File: src/rtl/fwd_unit_param_pkg.sv
// -----------------------------------------------------------------------------
// fwd_pkg
// Shared definitions for the operand-forwarding / hazard unit:
//   - DATA_W / ADDR_W   default data and register-address widths
//   - fwd_entry_t       one producer history entry (valid, ready, addr, data)
//   - stage_w()         width of a stage index for a given history depth
//   - ZERO_REG_ADDR     architectural zero register address
// -----------------------------------------------------------------------------
package fwd_pkg;

    localparam int DATA_W = 16;
    localparam int ADDR_W = 3;

    // Architectural zero register; excluded from forwarding when enabled.
    localparam int ZERO_REG_ADDR = 0;

    typedef struct packed {
        logic              valid;
        logic              ready;
        logic [ADDR_W-1:0] addr;
        logic [DATA_W-1:0] data;
    } fwd_entry_t;

    // One extra bit over clog2 so DEPTH=1 still gets a one-bit index.
    function automatic int stage_w(input int depth);
        return $clog2(depth) + 1;
    endfunction

endpackage

File: src/rtl/fwd_unit_param_if.sv
// -----------------------------------------------------------------------------
// fwd_unit_param_if
// Bundles the producer push, load fill, source lookup and forwarding result
// signals of fwd_unit_param.
//   master : pipeline side (drives push/fill/source, receives forward results)
//   slave  : forwarding unit side
// -----------------------------------------------------------------------------
interface fwd_unit_param_if #(
    parameter int DATA_W = 16,
    parameter int ADDR_W = 3,
    parameter int DEPTH  = 3
);
    import fwd_pkg::*;

    localparam int STAGE_W = stage_w(DEPTH);

    logic              hold;
    logic              flush;
    logic              ex_valid;
    logic              ex_wr_en;
    logic              ex_is_load;
    logic [ADDR_W-1:0] ex_wr_addr;
    logic [DATA_W-1:0] ex_result;
    logic              ld_fill_valid;
    logic [DATA_W-1:0] ld_fill_data;
    logic              src1_used;
    logic [ADDR_W-1:0] src1_addr;
    logic              src2_used;
    logic [ADDR_W-1:0] src2_addr;
    logic               fwd1_hit;
    logic [STAGE_W-1:0] fwd1_stage;
    logic [DATA_W-1:0]  fwd1_data;
    logic               fwd2_hit;
    logic [STAGE_W-1:0] fwd2_stage;
    logic [DATA_W-1:0]  fwd2_data;
    logic               hazard_stall;

    modport master (
        output hold, flush, ex_valid, ex_wr_en, ex_is_load, ex_wr_addr, ex_result,
        output ld_fill_valid, ld_fill_data,
        output src1_used, src1_addr, src2_used, src2_addr,
        input  fwd1_hit, fwd1_stage, fwd1_data,
        input  fwd2_hit, fwd2_stage, fwd2_data, hazard_stall
    );

    modport slave (
        input  hold, flush, ex_valid, ex_wr_en, ex_is_load, ex_wr_addr, ex_result,
        input  ld_fill_valid, ld_fill_data,
        input  src1_used, src1_addr, src2_used, src2_addr,
        output fwd1_hit, fwd1_stage, fwd1_data,
        output fwd2_hit, fwd2_stage, fwd2_data, hazard_stall
    );

endinterface

File: src/rtl/fwd_unit_param_match_sel.sv
// -----------------------------------------------------------------------------
// fwd_match_sel
// DEPTH-way address compare against the producer history plus a youngest-first
// priority select for a single source operand.
//   used, addr       : source operand request
//   ent_*            : flattened history (index 0 = youngest)
//   hit/stage/data   : forwarding result when the winning entry is ready
//   not_ready        : winning entry is a load still waiting for its data
// -----------------------------------------------------------------------------
module fwd_match_sel
    import fwd_pkg::*;
#(
    parameter int DATA_W      = 16,
    parameter int ADDR_W      = 3,
    parameter int DEPTH       = 3,
    parameter int ZERO_REG_EN = 0,
    parameter int STAGE_W     = 3
) (
    input  logic                         used,
    input  logic [ADDR_W-1:0]            addr,
    input  logic [DEPTH-1:0]             ent_valid,
    input  logic [DEPTH-1:0]             ent_ready,
    input  logic [DEPTH-1:0][ADDR_W-1:0] ent_addr,
    input  logic [DEPTH-1:0][DATA_W-1:0] ent_data,
    output logic                         hit,
    output logic [STAGE_W-1:0]           stage,
    output logic [DATA_W-1:0]            data,
    output logic                         not_ready
);

    logic               found;
    logic               win_ready;
    logic [STAGE_W-1:0] win_stage;
    logic [DATA_W-1:0]  win_data;

    // Scan oldest to youngest so a younger match overwrites an older one.
    always_comb begin
        found     = 1'b0;
        win_ready = 1'b0;
        win_stage = '0;
        win_data  = '0;
        for (int i = DEPTH - 1; i >= 0; i--) begin
            if (used && ent_valid[i] && (ent_addr[i] == addr) &&
                ((ZERO_REG_EN == 0) || (ent_addr[i] != ADDR_W'(ZERO_REG_ADDR)))) begin
                found     = 1'b1;
                win_ready = ent_ready[i];
                win_stage = STAGE_W'(i);
                win_data  = ent_data[i];
            end
        end
    end

    // A pending-load winner blocks forwarding entirely; older ready copies of
    // the same register are stale and must not be used.
    always_comb begin
        hit       = found & win_ready;
        not_ready = found & ~win_ready;
        stage     = found ? win_stage : '0;
        data      = (found && win_ready) ? win_data : '0;
    end

endmodule

File: src/rtl/fwd_unit_param.sv
// -----------------------------------------------------------------------------
// fwd_unit_param
// Operand-forwarding and load-use hazard unit. Keeps a shift history of the
// last DEPTH register-writing producers and, for each of two decode sources,
// forwards the youngest matching ready result or raises a stall if that
// youngest match is a load still awaiting data.
//   clk, reset : clock, asynchronous active-high reset
//   bus        : fwd_unit_param_if slave (push, fill, sources, results)
// -----------------------------------------------------------------------------
module fwd_unit_param
    import fwd_pkg::*;
#(
    parameter int DATA_W      = 16,
    parameter int ADDR_W      = 3,
    parameter int DEPTH       = 3,
    parameter int ZERO_REG_EN = 0
) (
    input  logic             clk,
    input  logic             reset,
    fwd_unit_param_if.slave  bus
);

    localparam int STAGE_W = stage_w(DEPTH);

    logic [DEPTH-1:0]             h_valid;
    logic [DEPTH-1:0]             h_ready;
    logic [DEPTH-1:0][ADDR_W-1:0] h_addr;
    logic [DEPTH-1:0][DATA_W-1:0] h_data;

    logic fill_ok;
    logic stall1;
    logic stall2;

    // A fill only ever targets the current youngest entry, and only if that
    // entry is a live load still waiting for its data.
    assign fill_ok = bus.ld_fill_valid & h_valid[0] & ~h_ready[0];

    // History update: flush beats everything, hold freezes the history (the
    // pending load in entry 0 may still be filled in place), otherwise shift
    // by one and push the current producer. A fill that coincides with a
    // shift follows its entry into slot 1; with DEPTH=1 it falls off the end.
    always_ff @(posedge clk or posedge reset) begin
        if (reset) begin
            h_valid <= '0;
            h_ready <= '0;
            h_addr  <= '0;
            h_data  <= '0;
        end else if (bus.flush) begin
            h_valid <= '0;
        end else if (bus.hold) begin
            if (fill_ok) begin
                h_ready[0] <= 1'b1;
                h_data[0]  <= bus.ld_fill_data;
            end
        end else begin
            for (int i = 1; i < DEPTH; i++) begin
                h_valid[i] <= h_valid[i-1];
                h_addr[i]  <= h_addr[i-1];
                if ((i == 1) && fill_ok) begin
                    h_ready[i] <= 1'b1;
                    h_data[i]  <= bus.ld_fill_data;
                end else begin
                    h_ready[i] <= h_ready[i-1];
                    h_data[i]  <= h_data[i-1];
                end
            end
            h_valid[0] <= bus.ex_valid & bus.ex_wr_en;
            h_ready[0] <= ~bus.ex_is_load;
            h_addr[0]  <= bus.ex_wr_addr;
            h_data[0]  <= bus.ex_is_load ? '0 : bus.ex_result;
        end
    end

    fwd_match_sel #(
        .DATA_W      (DATA_W),
        .ADDR_W      (ADDR_W),
        .DEPTH       (DEPTH),
        .ZERO_REG_EN (ZERO_REG_EN),
        .STAGE_W     (STAGE_W)
    ) u_sel1 (
        .used      (bus.src1_used),
        .addr      (bus.src1_addr),
        .ent_valid (h_valid),
        .ent_ready (h_ready),
        .ent_addr  (h_addr),
        .ent_data  (h_data),
        .hit       (bus.fwd1_hit),
        .stage     (bus.fwd1_stage),
        .data      (bus.fwd1_data),
        .not_ready (stall1)
    );

    fwd_match_sel #(
        .DATA_W      (DATA_W),
        .ADDR_W      (ADDR_W),
        .DEPTH       (DEPTH),
        .ZERO_REG_EN (ZERO_REG_EN),
        .STAGE_W     (STAGE_W)
    ) u_sel2 (
        .used      (bus.src2_used),
        .addr      (bus.src2_addr),
        .ent_valid (h_valid),
        .ent_ready (h_ready),
        .ent_addr  (h_addr),
        .ent_data  (h_data),
        .hit       (bus.fwd2_hit),
        .stage     (bus.fwd2_stage),
        .data      (bus.fwd2_data),
        .not_ready (stall2)
    );

    assign bus.hazard_stall = stall1 | stall2;

endmodule
File: src/flat_wrapper.sv
// flat-port wrapper written by rule: the top's interface ports become plain ports
module fwd_unit_param_flat import fwd_pkg::*;
#(
    parameter int DATA_W      = 16,
    parameter int ADDR_W      = 3,
    parameter int DEPTH       = 3,
    parameter int ZERO_REG_EN = 0
)
  (clk, reset, bus_hold, bus_flush, bus_ex_valid, bus_ex_wr_en, bus_ex_is_load, bus_ex_wr_addr, bus_ex_result, bus_ld_fill_valid, bus_ld_fill_data, bus_src1_used, bus_src1_addr, bus_src2_used, bus_src2_addr, bus_fwd1_hit, bus_fwd1_stage, bus_fwd1_data, bus_fwd2_hit, bus_fwd2_stage, bus_fwd2_data, bus_hazard_stall);
  fwd_unit_param_if #(.DATA_W(DATA_W), .ADDR_W(ADDR_W), .DEPTH(DEPTH)) bus_i ();
  input  logic clk;
  input  logic reset;
  input wire logic [$bits(bus_i.hold)-1:0] bus_hold;
  input wire logic [$bits(bus_i.flush)-1:0] bus_flush;
  input wire logic [$bits(bus_i.ex_valid)-1:0] bus_ex_valid;
  input wire logic [$bits(bus_i.ex_wr_en)-1:0] bus_ex_wr_en;
  input wire logic [$bits(bus_i.ex_is_load)-1:0] bus_ex_is_load;
  input wire logic [$bits(bus_i.ex_wr_addr)-1:0] bus_ex_wr_addr;
  input wire logic [$bits(bus_i.ex_result)-1:0] bus_ex_result;
  input wire logic [$bits(bus_i.ld_fill_valid)-1:0] bus_ld_fill_valid;
  input wire logic [$bits(bus_i.ld_fill_data)-1:0] bus_ld_fill_data;
  input wire logic [$bits(bus_i.src1_used)-1:0] bus_src1_used;
  input wire logic [$bits(bus_i.src1_addr)-1:0] bus_src1_addr;
  input wire logic [$bits(bus_i.src2_used)-1:0] bus_src2_used;
  input wire logic [$bits(bus_i.src2_addr)-1:0] bus_src2_addr;
  output wire logic [$bits(bus_i.fwd1_hit)-1:0] bus_fwd1_hit;
  output wire logic [$bits(bus_i.fwd1_stage)-1:0] bus_fwd1_stage;
  output wire logic [$bits(bus_i.fwd1_data)-1:0] bus_fwd1_data;
  output wire logic [$bits(bus_i.fwd2_hit)-1:0] bus_fwd2_hit;
  output wire logic [$bits(bus_i.fwd2_stage)-1:0] bus_fwd2_stage;
  output wire logic [$bits(bus_i.fwd2_data)-1:0] bus_fwd2_data;
  output wire logic [$bits(bus_i.hazard_stall)-1:0] bus_hazard_stall;
  assign bus_i.hold = bus_hold;
  assign bus_i.flush = bus_flush;
  assign bus_i.ex_valid = bus_ex_valid;
  assign bus_i.ex_wr_en = bus_ex_wr_en;
  assign bus_i.ex_is_load = bus_ex_is_load;
  assign bus_i.ex_wr_addr = bus_ex_wr_addr;
  assign bus_i.ex_result = bus_ex_result;
  assign bus_i.ld_fill_valid = bus_ld_fill_valid;
  assign bus_i.ld_fill_data = bus_ld_fill_data;
  assign bus_i.src1_used = bus_src1_used;
  assign bus_i.src1_addr = bus_src1_addr;
  assign bus_i.src2_used = bus_src2_used;
  assign bus_i.src2_addr = bus_src2_addr;
  assign bus_fwd1_hit = bus_i.fwd1_hit;
  assign bus_fwd1_stage = bus_i.fwd1_stage;
  assign bus_fwd1_data = bus_i.fwd1_data;
  assign bus_fwd2_hit = bus_i.fwd2_hit;
  assign bus_fwd2_stage = bus_i.fwd2_stage;
  assign bus_fwd2_data = bus_i.fwd2_data;
  assign bus_hazard_stall = bus_i.hazard_stall;
  fwd_unit_param #(.DATA_W(DATA_W), .ADDR_W(ADDR_W), .DEPTH(DEPTH), .ZERO_REG_EN(ZERO_REG_EN)) u_core (.clk(clk), .reset(reset), .bus(bus_i));
endmodule
File: config.mk
export PLATFORM = sky130hd
export DESIGN_NAME = fwd_unit_param_flat
export DESIGN_NICKNAME = d
export VERILOG_FILES = /design/src/rtl/fwd_unit_param_pkg.sv /design/src/rtl/fwd_unit_param_if.sv /design/src/rtl/fwd_unit_param_match_sel.sv /design/src/rtl/fwd_unit_param.sv /design/src/flat_wrapper.sv
export SDC_FILE = /design/constraint.sdc
export NUM_CORES = 1
export LEC_CHECK = 0
export BUFFER_PORTS_ARGS = -buffer_cell sky130_fd_sc_hd__buf_4
export CAP_MARGIN = 20
export CORE_MARGIN = 3
export CORE_UTILIZATION = 54
export CTS_BUF_LIST = sky130_fd_sc_hd__clkbuf_4 sky130_fd_sc_hd__clkbuf_8
export DETAILED_ROUTE_END_ITERATION = 16
export GPL_ROUTABILITY_DRIVEN = 0
export GPL_TIMING_DRIVEN = 0
export PLACE_DENSITY = 0.79
export SLEW_MARGIN = 20
export SYNTH_ARGS = -nofsm -noshare
export SYNTH_HDL_FRONTEND = slang
export SYNTH_HIERARCHICAL = 1
export SYNTH_SLANG_ARGS = --single-unit
export TNS_END_PERCENT = 100
File: constraint.sdc
create_clock -name clk -period 3.8 [get_ports clk]
set_input_delay 0.95 -clock clk [delete_from_list [all_inputs] [get_ports clk]]
set_output_delay 0.95 -clock clk [all_outputs]
set_load 0.02 [all_outputs]
Word-level counts from Yosys, hierarchy flattened
Cells that the tools add are included.
W data, S select, Z words.
- input port bits: 51
- register bits: 63
- output and inout bits: 41
- logic and storage cells: 80
- muxes and demuxes: 35
- equal/unequal tests: 7
- bitwise gates (word level): 14
- reduce and logical (&&, ||, !) cells: 15
- operator list (operator ; number):
    $mux W16 ; 11
    $eq A3 B3 Y1 ; 6
    $mux W3 ; 6
    $logic_and A1 B1 Y1 ; 14
    $mux W1 ; 14
    $mux W2 ; 4
    $and A1 B1 Y1 ; 7
    $not A1 Y1 ; 6
    $ne A2 B1 Y1 const B ; 1
    $reduce_and A2 Y1 ; 1
    $or A1 B1 Y1 ; 1

Longest topological paths before layout
Gate-level depths: netlist of run 1.
- depth after elaboration: 8
- gate-level depth with buffers: 6
- mapped depth without buffers: 5

Modules after synthesis
Netlist of run 1, hierarchy kept.
- modules (own cells, without submodules) (module ; instances ; area each (um2) ; seq. area each (um2) ; cells each):
    fwd_unit_param ; 1 ; 2662.6 ; 1576.5 ; 212
    fwd_match_sel ; 2 ; 794.5 ; 0.0 ; 125

Worst setup path before layout of run 1
No wires, ideal clock.
- kind: input port to output port
- start: input bus_src1_addr[2]
- end: output bus_fwd1_hit
- path buffers: 2
- stages on the path: 5
- arrival time: 2337 ps
- slack: 513 ps
- data required time: 2850 ps
- cells stage by stage: xor2_1 > or4_1 > buf_2 > buf_2 > a31oi_1
- longest elaborated chain between the ends: 6
- elaborated cells between the ends (all ways): 13
- classes of those cells: 3 x eq/ne; 6 x mux; 1 x bitwise; 3 x reduce/logical
- RTL lines (what ; RTL line ; source):
    start: declaration ; flat_wrapper.sv:23 ; input wire logic [$bits(bus_i.src1_addr)-1:0] bus_src1_addr;
    $eq A3 B3 Y1 ; fwd_unit_param_match_sel.sv:43 ; if (used && ent_valid[i] && (ent_addr[i] == addr) &&
    $logic_and A1 B1 Y1 ; fwd_unit_param_match_sel.sv:43 ;
    $mux W1 (3 in a row) ; fwd_unit_param_match_sel.sv:43 ;
    $and A1 B1 Y1 (*) ; fwd_unit_param_match_sel.sv:56 ; hit = found & win_ready;
    end: declaration ; flat_wrapper.sv:26 ; output wire logic [$bits(bus_i.fwd1_hit)-1:0] bus_fwd1_hit;
Mark *: on every way between the ends. The rest lies on a longest branch, timed or not.

Worst setup path in the final report of run 1
- start: input bus_src2_addr[0]
- end: output bus_fwd2_data[14]
- longest elaborated chain between the ends: 7
- elaborated cells between the ends (all ways): 17
- classes of those cells: 3 x eq/ne; 10 x mux; 4 x reduce/logical
- RTL lines (what ; RTL line ; source):
    start: declaration ; flat_wrapper.sv:25 ; input wire logic [$bits(bus_i.src2_addr)-1:0] bus_src2_addr;
    $eq A3 B3 Y1 ; fwd_unit_param_match_sel.sv:43 ;
    $logic_and A1 B1 Y1 ; fwd_unit_param_match_sel.sv:43 ;
    $mux W1 (3 in a row) ; fwd_unit_param_match_sel.sv:43 ;
    $logic_and A1 B1 Y1 ; fwd_unit_param_match_sel.sv:59 ; data = (found && win_ready) ? win_data : '0;
    $mux W16 (*) ; fwd_unit_param_match_sel.sv:59 ;
    end: declaration ; flat_wrapper.sv:31 ; output wire logic [$bits(bus_i.fwd2_data)-1:0] bus_fwd2_data;
Marked as above.

==> flow_summary_export.csv, run 1 <==
group,metric,value,unit
global_route,grt_first_pass_wirelength,22300,um
hold_path,timing.hold.worst_endpoint,"u_core/h_data[35]",
routing,detail_route.iter0.violations,647,
timing,worst_rel_slew_slack,0.510,
floorplanning,design.core.area,7450,um2
critical_path,criticalPathCategory,"input port to output pin",
finish,net_count_final,617,
global_route,grt_pass1_vias,4390,
power,report.power.total,2.06,mW
finish,layout-drive-gt1-share,0.284,
clocking,worst_setup_hold_path_clk_slew,70,ps
run,drv.max_cap_violation_count,0,
status,run_status,"completed",
power,ir_worst_vdd,0.320,mV
critical_path,worstSetupEndpointType,"output pin",
power,power.static_leakage,2.27,nW
global_route,overflow,0,
floorplanning,die_w,94.7,um
yosys,synth.net_count,513,
finish,most-common-layout-cells,"110 x sky130_fd_sc_hd__nand3_1, 96 x sky130_fd_sc_hd__buf_4, 63 x sky130_fd_sc_hd__dfrtp_1",
floorplanning,rows,31,
place,dpl.cell_count,650,
yosys,synth_warnings,6,
timing,slew_violations,0,
hold_path,whs_path_depth,1,
yosys,mapped_cells,462,
yosys,post_synthesis_register_bit_count,63,
routing,number_of_vias_per_cell,6.80,
timing,setup_total_negative_slack,0,ps
timing,post-route-min-period,3750,ps
yosys,ys_top_cells_by_area,"sky130_fd_sc_hd__dfrtp_1 37%, sky130_fd_sc_hd__nand3_1 13%, sky130_fd_sc_hd__a32oi_1 6.6%",
critical_path,timing.critical_path.required,2850,ps
clocking,cts_root_buffer,"sky130_fd_sc_hd__clkbuf_8",
routing,postRouteWirelength,14300,um
floorplanning,die_area,8970,um2
yosys,synth-main-ff-cell,"sky130_fd_sc_hd__dfrtp_1",
routing,routedWlPerCell,21.3,um
critical_path,reg2regPathDepth,4,
critical_path,start_kind,"input port",
finish,final_cell_area,5330,um2
timing,setup_viol,0,
place,dp_hpwl,9900,um
routing,ant_nets,0,
yosys,synthDominantAreaCellType,"sky130_fd_sc_hd__dfrtp_1",
clocking,clock-sinks,63,
finish,finish.cell_count_without_fillers,670,
clocking,cts_hold_buf,0,
critical_path,crit_fanout,10,
critical_path,worst_r2r_startpoint,"u_core/h_ready[0]",
timing,fmax,267,MHz
place,port-buffer-count,88,
critical_path,worst-endpoint-arrival,2800,ps
global_route,maximum_number_of_pins_on_one_net_before_global_route_repair,34,
floorplanning,die_height,94.7,um
hold_path,min_from,"u_core/h_data[35]",
critical_path,critical_path.reg2reg.endpoint,"u_core/h_data[0]",
place,placedInstanceArea,5060,um2
global_route,grt_usage,0.324,
clocking,tritoncts.num_buffers,9,
power,power.density,386,nW/um2
critical_path,r2r_setup_slack,2080,ps
clocking,tritoncts,"built",
yosys,synth.distinct_cells,34,
yosys,ys_async_sr_fraction,1.00,
yosys,synthesis.area,4250,um2
finish,multi_input_area,2420,um2
routing,drc_errors,0,
finish,area.sequential,1580,um2
routing,firstDrtPassIters,6,
global_route,initial_antenna_violation_count,0,
floorplanning,ios,92,
clocking,insertion_delay,350,ps
clocking,cts-htree-levels,3,
routing,detailroute.via_count,4555,
finish,nFillCells,624,
timing,finClkSkew,6.12,ps
timing,worst_slew_pin_slew,735,ps
timing,hold_violations,0,
yosys,synth_seq_area_share,0.371,
hold_path,hold_class,"flop to flop",
yosys,yosysTopAreaCellShare,0.371,
finish,layout_commonest_cell,"sky130_fd_sc_hd__nand3_1",
timing,period_share,0.986,
yosys,synth.avg_cell_area,9.20,um2
clocking,max-clock-path-buffers,2,
timing,rsz0062_at_grt,"no",
finish,diodes_inserted,0,
floorplanning,initial_core_util,0.571,
yosys,number_of_flops_mapped_to_enable_cells_by_yosys,0,
finish,syn_to_final_growth,25.4,%
cell usage after synthesis (5+ instances only):
| cell | number |
|---|---|
| sky130_fd_sc_hd__and2_1 | 13 |
| sky130_fd_sc_hd__nand3_1 | 110 |
| sky130_fd_sc_hd__nor2_1 | 22 |
| sky130_fd_sc_hd__dfrtp_1 | 63 |
| sky130_fd_sc_hd__a22oi_1 | 6 |
| sky130_fd_sc_hd__a221o_1 | 12 |
| sky130_fd_sc_hd__a32oi_1 | 32 |
| sky130_fd_sc_hd__buf_2 | 25 |
| sky130_fd_sc_hd__nand3b_1 | 5 |
| sky130_fd_sc_hd__mux2_1 | 24 |
| sky130_fd_sc_hd__xor2_1 | 18 |
| sky130_fd_sc_hd__mux2i_1 | 18 |
| sky130_fd_sc_hd__a21oi_1 | 52 |
| sky130_fd_sc_hd__buf_6 | 5 |
| sky130_fd_sc_hd__nand2_1 | 11 |
| sky130_fd_sc_hd__clkbuf_1 | 7 |
per-stage QoR:
| step | util | hold WS (ps) | worst slack, ps |
|---|---|---|---|
| 6_report | 0.716 | 525 | 54.5 |
| 2_1_floorplan | - | 482 | 513 |
| 5_1_grt | 0.716 | 542 | 41.6 |
| 3_5_place_dp | 0.679 | 508 | 57.3 |
| 4_1_cts | 0.710 | 523 | 47.2 |
| 3_3_place_gp | 0.676 | 493 | 95.1 |
layer usage:
metal / wire (um) / part of all wire / global-route usage / up-vias
li1: - / - / - / 1953
met1: 5190 / 0.36 / 0.412 / 2148
met4: 628 / 0.044 / 0.141 / 0
met3: 1710 / 0.12 / 0.0813 / 87
met5: 0 / 0 / 0 / -
met2: 6780 / 0.47 / 0.523 / 367
worst max-delay path, stage by stage:
cell and delay (ps):
sky130_fd_sc_hd__buf_4 130, sky130_fd_sc_hd__xor2_1 190, sky130_fd_sc_hd__nor4_4 540, sky130_fd_sc_hd__buf_2 360, sky130_fd_sc_hd__nand3_1 130, sky130_fd_sc_hd__a32oi_1 290, sky130_fd_sc_hd__buf_4 200
cell type report:
type | count | share of cell area
Multi-Input combinational cell | 352 | 0.455
Sequential cell | 63 | 0.296
Timing Repair Buffer | 93 | 0.133
Buffer | 44 | 0.0472
Clock buffer | 13 | 0.0312
Tap cell | 99 | 0.0232
Clock inverter | 3 | 0.0122
Inverter | 3 | 0.00258
how the worst max path moves through the flow:
| stage | from | end | slack (ps) |
|---|---|---|---|
| after floorplan | bus_src1_addr[2] | bus_fwd1_hit | 510 |
| after global placement | bus_src2_addr[2] | bus_hazard_stall | 100 |
| after detailed placement | bus_src2_addr[2] | bus_fwd2_data[14] | 60 |
| after CTS | bus_src2_addr[2] | bus_fwd2_data[14] | 50 |
| after global routing | bus_src1_addr[2] | bus_fwd1_data[0] | 40 |
| final | bus_src2_addr[0] | bus_fwd2_data[14] | 50 |
cell families (layout without fill, tap and decap cells):
group	count (synthesis)	in the layout	synth area share
AND/OR/NAND/NOR	182	182	0.245
XOR/XNOR	18	18	0.0371
flip-flops	63	63	0.371
buffers and inverters	47	156	0.0612
other	2	2	0.00177
AO/OA/AOI/OAI	106	106	0.173
multiplexers	44	44	0.111
power breakdown:
| group | total (mW) | internal (mW) | leakage [nW] | switching, mW |
|---|---|---|---|---|
| clock network | 0.685 | 0.419 | 0.120 | 0.266 |
| logic | 0.410 | 0.187 | 1.39 | 0.223 |
| registers | 0.960 | 0.795 | 0.757 | 0.165 |
timing repair:
| action | 4_1_cts | 5_1_grt |
|---|---|---|
| resized for setup | 0 | 5 |
| setup endpoints to repair | 0 | 17 |
| buffers inserted | 0 | 4 |
sequential cells by signal (all words and copies together), names as in the netlist:
signal / count
u_core/h_addr: 9
u_core/h_data: 48
u_core/h_ready: 3
u_core/h_valid: 3
(Power assumes the default switching activity.)
==> run 2: changes to the inputs <==
--- a/constraint.sdc
+++ b/constraint.sdc
@@ -3,2 +3,2 @@
 set_output_delay 0.95 -clock clk [all_outputs]
-set_load 0.02 [all_outputs]
+set_load 0.005 [all_outputs]
==> run 2 against run 1 <==
Via count up 0.53%. Clock-buffer cell count unchanged. Clock skew about the same. Worst hold slack worse by 5.0 ps. Combinational power down 2%. Critical path depth unchanged. First-iteration DRC count down 7.6%. Global-route usage unchanged. Non-clock buffer count down 2. Register-to-register slack better by 30 ps.
==> flow_summary_export.csv, run 2 (synthesis gave the netlist of run 1 again) <==
group,metric,value,unit
power,ir_worst_vdd,0.316,mV
finish,max_flop_register,"u_core/h_data",
finish,nFillCells,630,
finish,diodes_inserted,0,
floorplanning,die_height,94.7,um
routing,ant_nets,0,
timing,hold_violations,0,
run,drv.max_cap_violation_count,0,
routing,firstDrtPassIters,6,
routing,postRouteWirelength,14200,um
floorplanning,design.core.area,7450,um2
global_route,grt_usage,0.324,
floorplanning,initial_core_util,0.571,
timing,fmax,266,MHz
routing,routedWlPerCell,21.3,um
routing,drt-met1-wl,5270,um
clocking,cts-htree-levels,3,
timing,worst_rel_slew_slack,0.531,
finish,multi_input_area,2410,um2
routing,met2_wire_length,6780,um
clocking,max-clock-path-buffers,2,
timing,setup_viol,0,
power,power.static_leakage,2.26,nW
timing,slew_violations,0,
global_route,initial_antenna_violation_count,0,
power,power.density,386,nW/um2
floorplanning,ios,92,
routing,route.met3.wl,1530,um
finish,syn_to_final_growth,24.8,%
routing,drc_errors,0,
critical_path,start_kind,"input port",
finish,layout_commonest_cell,"sky130_fd_sc_hd__nand3_1",
critical_path,worst-endpoint-arrival,2810,ps
timing,period_share,0.990,
finish,finalCoreUtilization,0.713,
finish,registers_with_the_most_flip_flops,"u_core/h_data x48, u_core/h_addr x9",
clocking,tritoncts,"built",
hold_path,hold_class,"flop to flop",
floorplanning,die_area,8970,um2
clocking,tritoncts.num_buffers,9,
routing,top_signal_layer_used,"met4",
timing,fin_worst_hold_slack,519,ps
place,dp_hpwl,9900,um
global_route,grt_first_pass_wirelength,22300,um
global_route,grt_pass1_vias,4390,
global_route,overflow,0,
timing,worst_slew_pin_slew,704,ps
status,run_status,"completed",
routing,detailroute.via_count,4579,
finish,area.sequential,1580,um2
timing,finClkSkew,5.89,ps
floorplanning,die_w,94.7,um
critical_path,crit_fanout,10,
finish,layout-drive-gt1-share,0.281,
finish,net_count_final,615,
clocking,clock-sinks,63,
timing,post-route-min-period,3760,ps
global_route,maximum_number_of_pins_on_one_net_before_global_route_repair,34,
finish,most-common-layout-cells,"110 x sky130_fd_sc_hd__nand3_1, 94 x sky130_fd_sc_hd__buf_4, 63 x sky130_fd_sc_hd__dfrtp_1",
critical_path,criticalPathCategory,"input port to output pin",
critical_path,worstSetupEndpointType,"output pin",
clocking,cts_root_buffer,"sky130_fd_sc_hd__clkbuf_8",
clocking,insertion_delay,360,ps
critical_path,timing.critical_path.required,2850,ps
finish,finish.cell_count_without_fillers,668,
clocking,worst_setup_hold_path_clk_slew,70,ps
floorplanning,rows,31,
timing,setup_total_negative_slack,0,ps
place,dpl.cell_count,650,
place,port-buffer-count,88,
routing,number_of_vias_per_cell,6.85,
routing,detail_route.iter0.violations,598,
finish,largest_register_ffs,48,
-- run 2: cell types whose count changed in the layout (fill, tap and decap cells not counted), sizes merged --
| cell | previous run | this run |
|---|---|---|
| buf | 130 | 128 |
-- run 2: layout make-up --
cell class / count / area share
Buffer: 44 / 0.0474
Clock buffer: 13 / 0.0314
Clock inverter: 3 / 0.0123
Inverter: 3 / 0.00259
Multi-Input combinational cell: 352 / 0.455
Sequential cell: 63 / 0.297
Tap cell: 99 / 0.0233
Timing Repair Buffer: 91 / 0.131
-- run 2: layer usage --
layer  vias up  track usage
met5         -            0
met4         0        0.141
met3        85       0.0813
met2       362        0.523
met1      2182        0.412
li1       1950            -
-- run 2: final timing paths --
path	endpoint	cells after the start	slack (ps)	start
setup / recovery	bus_fwd2_data[14]	7	40	bus_src2_addr[2]
hold / removal	u_core/h_data[47]	1	520	u_core/h_data[47]
setup reg to reg	u_core/h_data[0]	4	2110	u_core/h_ready[0]
hold reg to reg	u_core/h_data[47]	1	520	u_core/h_data[47]
max in group asynchronous	u_core/h_data[11]	3	2680	reset
min in group asynchronous	u_core/h_addr[0]	2	590	reset
-- run 2: critical path, stage by stage --
cell and delay [ps]:
sky130_fd_sc_hd__buf_4 130, sky130_fd_sc_hd__xor2_1 210, sky130_fd_sc_hd__nor4_4 580, sky130_fd_sc_hd__buf_2 360, sky130_fd_sc_hd__nand3_1 110, sky130_fd_sc_hd__a32oi_1 290, sky130_fd_sc_hd__buf_4 170
-- run 2: through the flow --
stage	cell area, um2	power [mW]	setup slack (ps)
finish	5310	2.05	39.5
global route	5310	2.13	-5.19
CTS	5290	2.04	79.6
detailed placement	5060	1.36	89.7
global placement	5040	1.33	117
floorplan	4250	1.20	665
-- run 2: what timing repair did --
action | in CTS | in global routing
hold buffers | 0 | 0
gates resized for setup | 0 | 4
setup endpoints to repair | 0 | 11
setup buffers | 0 | 2
-- run 2: power breakdown --
part | internal, mW | switching, mW
clock network | 0.419 | 0.270
registers | 0.795 | 0.165
logic | 0.187 | 0.215
total | 1.40 | 0.650
==> run 3: changes to the inputs <==
Settings changed: CORE_UTILIZATION 54 to 52, PLACE_DENSITY 0.79 to 0.77.
==> run 3 against run 2 <==
First-iteration DRC count shrank 1.2%. Worst hold slack lost 7.6 ps. Clock skew grew 1.1 ps. Sequential share of layout area shrank 0.10 points. Sequential cell count is the same. Critical endpoint unchanged.
==> flow_summary_export.csv, run 3 (synthesis gave the netlist of run 1 again) <==
group,metric,value,unit
power,power.density,383,nW/um2
timing,fmax,264,MHz
hold_path,whs_path_depth,1,
critical_path,crit_path_cell_trace,"buf_4, xor2_1, nor4_4, buf_2, nand3_1, a32oi_1, buf_4",
power,power.static_leakage,2.26,nW
timing,worst_slew_pin_slew,669,ps
floorplanning,die_height,96.4,um
floorplanning,rows,32,
timing,post-route-min-period,3780,ps
routing,routedWlPerCell,20.6,um
finish,max_flop_register,"u_core/h_data",
global_route,grt_usage,0.304,
critical_path,crit_fanout,10,
power,ir_worst_vdd,0.237,mV
timing,hold_violations,0,
routing,detail_route.iter0.violations,591,
finish,layout_commonest_cell,"sky130_fd_sc_hd__nand3_1",
clocking,cts_root_buffer,"sky130_fd_sc_hd__clkbuf_8",
critical_path,worst_path_most_repeated_cell,"sky130_fd_sc_hd__buf_4",
floorplanning,design.core.area,7850,um2
place,port-buffer-count,88,
critical_path,worst-endpoint-arrival,2830,ps
critical_path,crit_cells,7,
place,dp_hpwl,9810,um
floorplanning,ios,92,
finish,layout-drive-gt1-share,0.284,
run,drv.max_cap_violation_count,0,
critical_path,worst_path_max_delay_cell,"sky130_fd_sc_hd__nor4_4",
floorplanning,die_area,9300,um2
finish,net_count_final,617,
clocking,insertion_delay,350,ps
clocking,cts-htree-levels,3,
clocking,tritoncts.num_buffers,9,
clocking,worst_setup_hold_path_clk_slew,70,ps
status,run_status,"completed",
power,report.power.total,2.04,mW
routing,drc_errors,0,
critical_path,reg2regPathDepth,4,
finish,syn_to_final_growth,25.3,%
global_route,grt_pass1_vias,4256,
global_route,overflow,0,
critical_path,worstSetupEndpointType,"output pin",
critical_path,max_incr_delay_on_cp,610,ps
finish,most-common-layout-cells,"110 x sky130_fd_sc_hd__nand3_1, 96 x sky130_fd_sc_hd__buf_4, 63 x sky130_fd_sc_hd__dfrtp_1",
critical_path,criticalPathCategory,"input port to output pin",
routing,detailroute.via_count,4484,
floorplanning,die_w,96.4,um
global_route,maximum_number_of_pins_on_one_net_before_global_route_repair,44,
hold_path,hold_class,"flop to flop",
timing,setup_total_negative_slack,0,ps
timing,fin_worst_hold_slack,512,ps
timing,setup_viol,0,
global_route,grt_first_pass_wirelength,21500,um
timing,slew_violations,0,
critical_path,start_kind,"input port",
finish,diodes_inserted,0,
floorplanning,initial_core_util,0.542,
finish,largest_register_ffs,48,
routing,ant_nets,0,
finish,finish.cell_count_without_fillers,673,
timing,worst_rel_slew_slack,0.554,
finish,registers_with_the_most_flip_flops,"u_core/h_data x48, u_core/h_addr x9",
critical_path,timing.critical_path.required,2850,ps
routing,postRouteWirelength,13900,um
timing,rsz0062_at_grt,"no",
critical_path,delay_heaviest_family_cp,"simple AND/OR/NAND/NOR gates",
clocking,tritoncts,"built",
clocking,clock-sinks,63,
routing,number_of_vias_per_cell,6.66,
timing,period_share,0.995,
timing,finClkSkew,7.00,ps
routing,firstDrtPassIters,5,
clocking,max-clock-path-buffers,2,
critical_path,critical_path_buf_inv_count,3,
place,dpl.cell_count,653,
global_route,initial_antenna_violation_count,0,
==> run 3: cell count changes in the layout (fill, tap and decap cells not counted) <==
cell / change
sky130_fd_sc_hd__buf_4: +2
sky130_fd_sc_hd__clkbuf_4: -2
sky130_fd_sc_hd__clkinvlp_4: +2
==> run 3: per-stage QoR <==
step / cell area, um2 / setup WS (ps) / util
after floorplan: 4250 / 665 / -
after global placement: 5040 / 115 / 0.642
after detailed placement: 5060 / 48.5 / 0.645
after CTS: 5290 / 48.3 / 0.675
after global routing: 5330 / 31.9 / 0.679
final: 5330 / 18.0 / 0.679
==> run 3: timing repair <==
action,4_1_cts,5_1_grt
hold buffers,0,0
endpoints found under the setup margin,0,12
gates resized for setup,0,4
buffers inserted,0,4
==> run 3: area by class of cell <==
| type | count | area, um2 |
|---|---|---|
| fillers | 634 | 2520 |
| plain buffers | 44 | 251 |
| well taps | 102 | 128 |
| multi-input cells | 352 | 2410 |
| clock buffers | 11 | 151 |
| inverters | 3 | 13.8 |
| repair buffers | 93 | 711 |
| clock inverters | 5 | 80.1 |
| flip-flops and latches | 63 | 1580 |
==> run 3: worst paths after layout <==
check	slack, ps	start	to
worst max-delay path	20	bus_src2_addr[0]	bus_fwd2_data[14]
worst min-delay path	510	u_core/h_data[41]	u_core/h_data[41]
worst max register to register	2130	u_core/h_ready[0]	u_core/h_data[0]
worst min register to register	510	u_core/h_data[41]	u_core/h_data[41]
max in group asynchronous	2720	reset	u_core/h_data[31]
min in group asynchronous	550	reset	u_core/h_addr[6]
==> run 3: worst reg2reg max path, delay by kind of cell (launching register included) <==
| kind | cells | cell delay [ps] |
|---|---|---|
| compound gates | 1 | 190 |
| flops | 1 | 450 |
| buf+inv | 1 | 330 |
| simple gates | 2 | 650 |
==> run 3: per-layer routing <==
layer / global-route usage / vias up / wire length, um
met5: 0 / - / 0
met4: 0.139 / 0 / 515
li1: - / 1965 / -
met2: 0.492 / 342 / 6380
met3: 0.0620 / 54 / 1550
met1: 0.392 / 2123 / 5410
==> run 3: power by group <==
part	switching, mW	internal [mW]
Sequential	0.160	0.795
Clock	0.281	0.404
Combinational	0.212	0.187
